$ cat src/rtl/if_stage_pkg.sv
// Shared pipeline constants and fetch-stage types.
// Holds the fetch vectors and the event encoding used by if_stage.
package if_stage_pkg;

    localparam logic [31:0] RESET_VEC = 32'h8000_0000;
    localparam logic [31:0] IRQ_VEC   = 32'h8000_0004;
    localparam logic [31:0] EXC_VEC   = 32'h8000_0008;
    localparam logic [31:0] NOP       = 32'h0000_0000;

    // Next-state events, listed from lowest to highest priority.
    typedef enum logic [2:0] {
        SEL_SEQ,
        SEL_STALL,
        SEL_IRQ,
        SEL_JUMP,
        SEL_EXC,
        SEL_BRANCH
    } pc_sel_e;

    // Bit 31 is the supervisor bit; increment wraps inside bits 30:0 only.
    function automatic logic [31:0] pc_plus4(input logic [31:0] pc);
        return {pc[31], pc[30:0] + 31'd4};
    endfunction

endpackage

$ cat src/rtl/if_stage_if_id_reg.sv
// IF/ID pipeline register: flush to a bubble, hold, or load a new slot.
// Flush wins over hold, hold wins over load.
module if_id_reg
    import if_stage_pkg::*;
(
    input  logic        clk,
    input  logic        reset,
    input  logic        i_hold,
    input  logic        i_flush,
    input  logic        i_load,
    input  logic [31:0] i_instr,
    input  logic [31:0] i_next_pc,
    input  logic        i_irq,
    output logic [31:0] o_instr,
    output logic [31:0] o_next_pc,
    output logic        o_valid,
    output logic        o_irq
);

    logic [31:0] r_instr;
    logic [31:0] r_next_pc;
    logic        r_valid;
    logic        r_irq;

    always_ff @(posedge clk or negedge reset) begin
        if (!reset) begin
            r_instr   <= NOP;
            r_next_pc <= 32'h0;
            r_valid   <= 1'b0;
            r_irq     <= 1'b0;
        end else if (i_flush) begin
            r_instr   <= NOP;
            r_next_pc <= 32'h0;
            r_valid   <= 1'b0;
            r_irq     <= 1'b0;
        end else if (!i_hold && i_load) begin
            r_instr   <= i_instr;
            r_next_pc <= i_next_pc;
            r_valid   <= 1'b1;
            r_irq     <= i_irq;
        end
    end

    assign o_instr   = r_instr;
    assign o_next_pc = r_next_pc;
    assign o_valid   = r_valid;
    assign o_irq     = r_irq;

endmodule

$ cat src/rtl/if_stage.sv
// Instruction fetch stage: PC register, redirect priority and interrupt entry.
// The ROM is combinational on oPC, so iInstr belongs to the current PC.
module if_stage
    import if_stage_pkg::*;
(
    input  logic        clk,
    input  logic        reset,
    output logic [31:0] oPC,
    input  logic [31:0] iInstr,
    input  logic        iStall,
    input  logic        iBranch,
    input  logic [31:0] iBranchTarget,
    input  logic        iJump,
    input  logic [31:0] iJumpTarget,
    input  logic        iIllop,
    input  logic        iIRQ,
    output logic [31:0] oInstr,
    output logic [31:0] oNextPC,
    output logic        oValid,
    output logic        oIRQ
);

    logic [31:0] r_pc;
    logic        r_irq_pending;

    pc_sel_e     w_sel;
    logic [31:0] w_pc_plus4;
    logic [31:0] w_pc_next;
    logic        w_pending_next;
    logic        w_flush;
    logic        w_hold;
    logic        w_load;
    logic [31:0] w_load_instr;
    logic [31:0] w_load_npc;
    logic        w_load_irq;

    assign w_pc_plus4 = pc_plus4(r_pc);

    // Interrupts are only taken from user mode; a stall does not block them.
    always_comb begin
        w_sel = SEL_SEQ;
        if (iBranch)
            w_sel = SEL_BRANCH;
        else if (iIllop)
            w_sel = SEL_EXC;
        else if (iJump)
            w_sel = SEL_JUMP;
        else if (r_irq_pending && !r_pc[31])
            w_sel = SEL_IRQ;
        else if (iStall)
            w_sel = SEL_STALL;
    end

    always_comb begin
        w_pc_next      = w_pc_plus4;
        w_pending_next = r_irq_pending | iIRQ;
        w_flush        = 1'b0;
        w_hold         = 1'b0;
        w_load         = 1'b1;
        w_load_instr   = iInstr;
        w_load_npc     = w_pc_plus4;
        w_load_irq     = 1'b0;
        case (w_sel)
            SEL_BRANCH: begin
                w_pc_next = iBranchTarget;
                w_flush   = 1'b1;
            end
            SEL_EXC: begin
                w_pc_next = EXC_VEC;
                w_flush   = 1'b1;
            end
            SEL_JUMP: begin
                w_pc_next = iJumpTarget;
                w_flush   = 1'b1;
            end
            SEL_IRQ: begin
                // Return address is the instruction that was not fetched.
                w_pc_next      = IRQ_VEC;
                w_load_instr   = NOP;
                w_load_npc     = r_pc;
                w_load_irq     = 1'b1;
                w_pending_next = iIRQ;
            end
            SEL_STALL: begin
                w_pc_next = r_pc;
                w_hold    = 1'b1;
                w_load    = 1'b0;
            end
            default: ;
        endcase
    end

    always_ff @(posedge clk or negedge reset) begin
        if (!reset) begin
            r_pc          <= RESET_VEC;
            r_irq_pending <= 1'b0;
        end else begin
            r_pc          <= w_pc_next;
            r_irq_pending <= w_pending_next;
        end
    end

    if_id_reg u_if_id (
        .clk       (clk),
        .reset     (reset),
        .i_hold    (w_hold),
        .i_flush   (w_flush),
        .i_load    (w_load),
        .i_instr   (w_load_instr),
        .i_next_pc (w_load_npc),
        .i_irq     (w_load_irq),
        .o_instr   (oInstr),
        .o_next_pc (oNextPC),
        .o_valid   (oValid),
        .o_irq     (oIRQ)
    );

    assign oPC = r_pc;

endmodule

$ cat config.mk
export PLATFORM = sky130hd
export DESIGN_NAME = if_stage
export DESIGN_NICKNAME = d
export VERILOG_FILES = /design/src/rtl/if_stage_pkg.sv /design/src/rtl/if_stage_if_id_reg.sv /design/src/rtl/if_stage.sv
export SDC_FILE = /design/constraint.sdc
export NUM_CORES = 1
export LEC_CHECK = 0
export BUFFER_PORTS_ARGS = -buffer_cell sky130_fd_sc_hd__buf_2
export CAP_MARGIN = 20
export CORE_MARGIN = 3
export CORE_UTILIZATION = 40
export CTS_CLUSTER_DIAMETER = 150
export CTS_CLUSTER_SIZE = 40
export DETAILED_ROUTE_END_ITERATION = 6
export HOLD_SLACK_MARGIN = 0.05
export PLACE_DENSITY_LB_ADDON = 0.08
export SLEW_MARGIN = 10
export SYNTH_ARGS = -nofsm -noshare
export SYNTH_HDL_FRONTEND = slang
export SYNTH_HIERARCHICAL = 1
export SYNTH_SLANG_ARGS = --single-unit
$ cat constraint.sdc
create_clock -name clk -period 3.12 [get_ports clk]
set_input_delay 0.468 -clock clk [delete_from_list [all_inputs] [get_ports clk]]
set_output_delay 0.468 -clock clk [all_outputs]
set_load 0.03 [all_outputs]
Yosys cells after proc, flatten, opt, wreduce, memory -nomap -nowiden
Cells that the tools add are included.

word-level totals
  output and inout port bits = 98
  register bits after elaboration = 99
  word-level logic and storage cells = 44
  bits of input ports = 103

cells by class
  bitwise operators = 2
  reduce and logical (&&, ||, !) cells = 8
  muxes and demuxes = 21
  add/subtract/negate cells = 1
  equality and inequality tests = 5

operator list
  cell                     number
  $mux W32                 5
  $pmux W32 S5             1
  $add A31 B3 Y31 const B  1
  $mux W31                 1
  $mux W1                  10
  $eq A3 B2 Y1 const B     2
  $eq A3 B3 Y1 const B     2
  $mux W3                  2
  $mux W2                  2
  $reduce_bool A4 Y1       1
  $eq A3 B1 Y1 const B     1
  $reduce_or A3 Y1         1
  $logic_and A1 B1 Y1      2
  $logic_not A1 Y1         2
  $reduce_and A2 Y1        1
  $reduce_bool A2 Y1       1
  $not A1 Y1               1
  $or A1 B1 Y1             1

Depth between registers and ports, before layout
  depth in word-level cells = 12
  gate-level depth with buffers = 11
  mapped depth without buffers = 9

By module
The synthesis kept the hierarchy.

modules (own cells, without submodules)
  module     sequential area each (µm²)  times used  area each (µm²)  cells each
  if_id_reg  1651.6                      1           3353.2           298
  if_stage   827.0                       1           2806.4           326

Worst setup path after synthesis
No wires, ideal clock.

  path type = input -> register
  start point = input iBranch
  end point = register u_if_id.r_next_pc[6], in the netlist u_if_id/o_next_pc[6]
  required time = 2.991 ns
  library setup time = 0.129 ns
  arrival time = 2.092 ns
  cell stages on the path = 11
  buffers on the path = 5
  setup slack = 0.899 ns
  cell sequence = buf_2 nor3_2 and2_1 clkbuf_1 clkbuf_1 nand2_1 inv_1 buf_4 buf_2 nand4bb_1 o21ai_0

on the way
  elaborated cells between the ends (all ways) = 16
  classes of those cells = eq/ne: 5; mux: 7; reduce/logical: 4

RTL lines
  item                                 line                      source
  from (decl)                          if_stage.sv:11            input logic iBranch,
  $mux W3                              if_stage.sv:42            if (iBranch)
  $eq A3 B1 Y1                         if_stage.sv:63            case (w_sel)
  $mux W1                              if_stage.sv:63
  net w_load                           if_stage.sv:32            logic w_load;
  $logic_and A1 B1 Y1                  if_stage_if_id_reg.sv:36  end else if (!i_hold && i_load) begin
  $reduce_bool A2 Y1 (no source line)  -
  to (signal assigned)                 if_stage_if_id_reg.sv:38  r_next_pc <= i_next_pc;
  to (decl)                            if_stage_if_id_reg.sv:21  logic [31:0] r_next_pc;

The timed path passes the listed nets, and every way through them passes these cells. The select of a mux whose other input is x is not followed.
A chain may end at the register's enable or synchronous reset.

Worst setup path after layout
  start point = register r_pc[31], in the netlist oPC[31]
  end point = register u_if_id.r_next_pc[6], in the netlist u_if_id/o_next_pc[6]

on the way
  elaborated cells between the ends (all ways) = 21
  classes of those cells = eq/ne: 5; mux: 10; reduce/logical: 6

RTL lines
  item                                 line                      source
  from (decl)                          if_stage.sv:23            logic [31:0] r_pc;
  from (signal assigned)               if_stage.sv:98            r_pc <= w_pc_next;
  $logic_not A1 Y1                     if_stage.sv:48            else if (r_irq_pending && !r_pc[31])
  $logic_and A1 B1 Y1                  if_stage.sv:48
  $mux W2                              if_stage.sv:48
  $mux W2                              if_stage.sv:46            else if (iJump)
  $mux W3                              if_stage.sv:44            else if (iIllop)
  $mux W3                              if_stage.sv:42
  $eq A3 B1 Y1                         if_stage.sv:63
  $mux W1                              if_stage.sv:63
  net w_load                           if_stage.sv:32
  $logic_and A1 B1 Y1                  if_stage_if_id_reg.sv:36
  $reduce_bool A2 Y1 (no source line)  -

The timed path passes the listed nets, and every way through them passes these cells. The select of a mux whose other input is x is not followed.

==> impl_summary.log <==
[metrics] Via density: 5.41
[metrics] number of synthesized flops with an enable pin: 0
[metrics] number of hold violations in the final report: 0
[metrics] buffers added on ports: 200
[metrics] number of buffers created by CTS: 9
[metrics] count of final setup violators: 0
[metrics] clock sink count: 99
[metrics] share of the yosys chip area belonging to registers: 0.402
[metrics] Placer Congestion: 0.809
[metrics] total of hold buffers inserted after clock tree synthesis: 0
[metrics] Place WS: 0.547 ns
[metrics] endpoint type of the worst setup path: flop
[metrics] CTS root buf: sky130_fd_sc_hd__clkbuf_16
[metrics] number of ports placed on the die boundary: 201
[metrics] reg-to-reg startpoint: oPC[31]
[metrics] clock-pin slew reported for the worst setup and hold paths after clock tree synthesis: 0.07 ns
[metrics] fin. max-slew vios: 0
[metrics] fraction of layout cells with a size suffix above 1: 0.310
[metrics] detailed placer's ending HPWL: 12.2 mm
[metrics] worst flop-to-flop path endpoint: u_if_id/o_next_pc[6]
[metrics] Ys Warns: 6
[metrics] MaxCap Viol Count: 0
[metrics] predominant post-synthesis flop cell: sky130_fd_sc_hd__dfrtp_1
[metrics] post-placement cell count: 954
[metrics] flop2flop setup slack: 0.56 ns
[metrics] fin worst setup slack: 0.555 ns
[metrics] XOR/XNOR share of the synthesized area: 0.0796
[metrics] Setup Buffers After CTS: 0
[metrics] horizontal die dimension: 130 microns
[metrics] Overall Global Routing Usage: 0.208
[metrics] via count of the first global-routing pass: 5197
[metrics] number of antenna violations at the first check in global routing: 0
[metrics] outcome: complete, no violations
[metrics] clock network latency to the later pin of the worst-skew pair: 0.35 ns
[metrics] compound-gate portion of the synthesized area: 0.129
[metrics] via count: 5249
[metrics] initial core utilization: 0.416
[metrics] slowest cell on the critical path: sky130_fd_sc_hd__nor2b_4
[metrics] crit path max fanout: 37
[metrics] final cell area excluding filler cells: 7430 sq um
[metrics] Worst Path Buf+Inv: 2
[metrics] Post-CTS Resized: 0
[metrics] number of detailed-routing iterations run before antenna repair: 5
[metrics] average cell area after synthesis: 9.87 sq um
[metrics] Critical Path Max Stage Delay: 0.57 ns
[metrics] die height: 130 microns
[metrics] adder and majority gate portion of the synthesized area: 0.00203
[metrics] placeable core region: 14800 sq um
[metrics] diodes inserted: 0
[metrics] fin nets: 885
[metrics] type of the worst min-delay path: input port to async pin
[metrics] leakage power total: 3.27 nW
[metrics] TritonCTS clock tree: done
[metrics] final core area utilization: 0.502
[metrics] DRC Markers: 0
[metrics] wire length of the first global-routing pass: 28.1 mm
[metrics] mapped cell area: 6160 sq um
[metrics] area added between synthesis and finish: 20.6%
[metrics] routed wire length per instance: 18.1 microns
[metrics] total length of routed wires: 17.5 mm
[metrics] Worst EP arrival: 2.78 ns
[metrics] standard-cell rows: 44
[metrics] share of the clock period used by the worst path after layout: 0.822
[metrics] final critical delay including setup and external delays: 2.56 ns
[metrics] Unique masters post-synth: 48
[metrics] power density over the cells: 422 nW/um^2
[metrics] simple logic cell fraction of the synthesized area: 0.320
[metrics] Total Die Area: 16900 sq um
[metrics] dominant combinational cell family by area after synthesis: simple AND/OR/NAND/NOR gates
[metrics] synthesized netlist net count: 728
[metrics] violation count after the first detailed-routing iteration: 397
[metrics] Achievable Freq: 390 MHz
[metrics] largest net degree at the start of global routing: 132
[metrics] Worst Clk Skew: 0.00632 ns
[metrics] share of synthesized flip-flops with an asynchronous set or reset: 1.00
[metrics] Crit path required time: 3.34 ns
[metrics] family with the most delay on the worst path: simple AND/OR/NAND/NOR gates
[metrics] peak ir drop on the vdd network: 237 uV
[metrics] path type of the worst setup path: flop to flop
[metrics] dpl cell area: 7140 sq um
[metrics] unrepaired setup endpoints after global routing: no
[metrics] worst r2r path cells: 7
[metrics] sum of negative setup slack: 0 ns
[metrics] buffer depth of the longest clock path: 2
[metrics] remaining global-route overflow: 0
[metrics] post-synthesis sequential element count: 99
[metrics] fraction of synthesized area in multiplexers: 0.00163
[metrics] number of standard cells after synthesis: 624
[metrics] Worst Max-Slew Pin Slew: 0.954 ns
[metrics] Cell Chain, Critical Path: nand2b_1 -> a21o_1 -> nand2_2 -> inv_1 -> nor2b_4 -> buf_4 -> o21ai_0
[metrics] crit start category: flop
[metrics] post-route non-filler standard cell count: 970
[metrics] Post-DRT Antenna Nets: 0
[metrics] worst rel slew slack: 0.364
[metrics] H-tree depth reported by CTS: 3
[metrics by stage]
step | power, mW | hold WS, ns
6_report | 3.14 | 0.198
3_5_place_dp | 2.03 | 0.485
3_3_place_gp | 2.02 | 0.463
5_1_grt | 3.27 | 0.277
4_1_cts | 3.17 | 0.247
2_1_floorplan | 1.81 | 0.172
[worst max-delay path by stage]
stage,startpoint,end,depth (start not counted)
after global placement,oPC[31],u_if_id/o_next_pc[6],7
after floorplan,iBranch,u_if_id/o_next_pc[6],11
final,oPC[31],u_if_id/o_next_pc[6],7
after detailed placement,oPC[31],u_if_id/o_next_pc[6],7
after CTS,oPC[31],u_if_id/o_next_pc[0],7
after global routing,oPC[31],u_if_id/o_next_pc[6],7
[layer usage]
layer  vias to the layer above  part of all wire  GRT usage
li1                       2552                 -          -
met1                      2493              0.49      0.310
met2                       193              0.44      0.313
met3                        11             0.063     0.0422
met4                         0            0.0087     0.0465
met5                         -                 0          0
[cell usage after synthesis, drive strengths merged (2+ instances only)]
| cell | n | area, sq um |
|---|---|---|
| inv | 10 | 37.5 |
| and3 | 3 | 18.8 |
| o21ai | 83 | 419 |
| and4 | 2 | 17.5 |
| nand3 | 17 | 108 |
| nor4 | 6 | 73.8 |
| nand4 | 20 | 155 |
| nor3 | 10 | 71.3 |
| nor2 | 8 | 30.0 |
| clkbuf | 27 | 109 |
| a22oi | 17 | 128 |
| dfrtp | 98 | 2450 |
| nand2b | 67 | 419 |
| a21oi | 12 | 63.8 |
| or3 | 2 | 12.5 |
| nand2 | 23 | 86.3 |
| xor2 | 25 | 219 |
| a221oi | 12 | 105 |
| xnor2 | 31 | 272 |
| a21o | 2 | 15.0 |
| a222oi | 2 | 20.0 |
| nand4bb | 66 | 743 |
| and2 | 34 | 213 |
| buf | 38 | 254 |
[registers in the layout, indices dropped and copies added, names as in the netlist]
register	flops
u_if_id/o_valid	1
u_if_id/o_irq	1
r_irq_pending	1
oPC	32
u_if_id/o_next_pc	32
u_if_id/o_instr	32
[cell type report]
cell class,instances,area [sq um]
well taps,184,230
clock inverters,2,35.0
fillers,1428,7380
inverters,10,37.5
flip-flops and latches,99,2480
multi-input cells,450,3290
clock buffers,14,254
repair buffers,211,1100
[cell families after synthesis]
group	count (synthesis)
buffers and inverters	75
muxes	1
DFF	99
and+or+nand+nor	261
AOI/OAI and AO/OA	131
xor gates and xnor gates	56
adders and majority gates	1
[layout by cell type (no fill, tap or decap), types with 18 or more instances in the layout]
master / synthesis / routed
sky130_fd_sc_hd__xor2_1: 25 / 25
sky130_fd_sc_hd__xnor2_1: 31 / 31
sky130_fd_sc_hd__buf_2: 23 / 199
sky130_fd_sc_hd__nand2b_1: 67 / 67
sky130_fd_sc_hd__nand2_1: 23 / 22
sky130_fd_sc_hd__nand4bb_1: 66 / 66
sky130_fd_sc_hd__dfrtp_1: 98 / 98
sky130_fd_sc_hd__and2_1: 34 / 34
sky130_fd_sc_hd__nand4_1: 18 / 18
sky130_fd_sc_hd__o21ai_1: 68 / 68
[where the power goes]
part           switching, mW  internal, mW
registers             0.0890          1.34
clock network          0.492         0.645
logic                  0.350         0.219
total                  0.931          2.21
(Power assumes the default switching activity.)
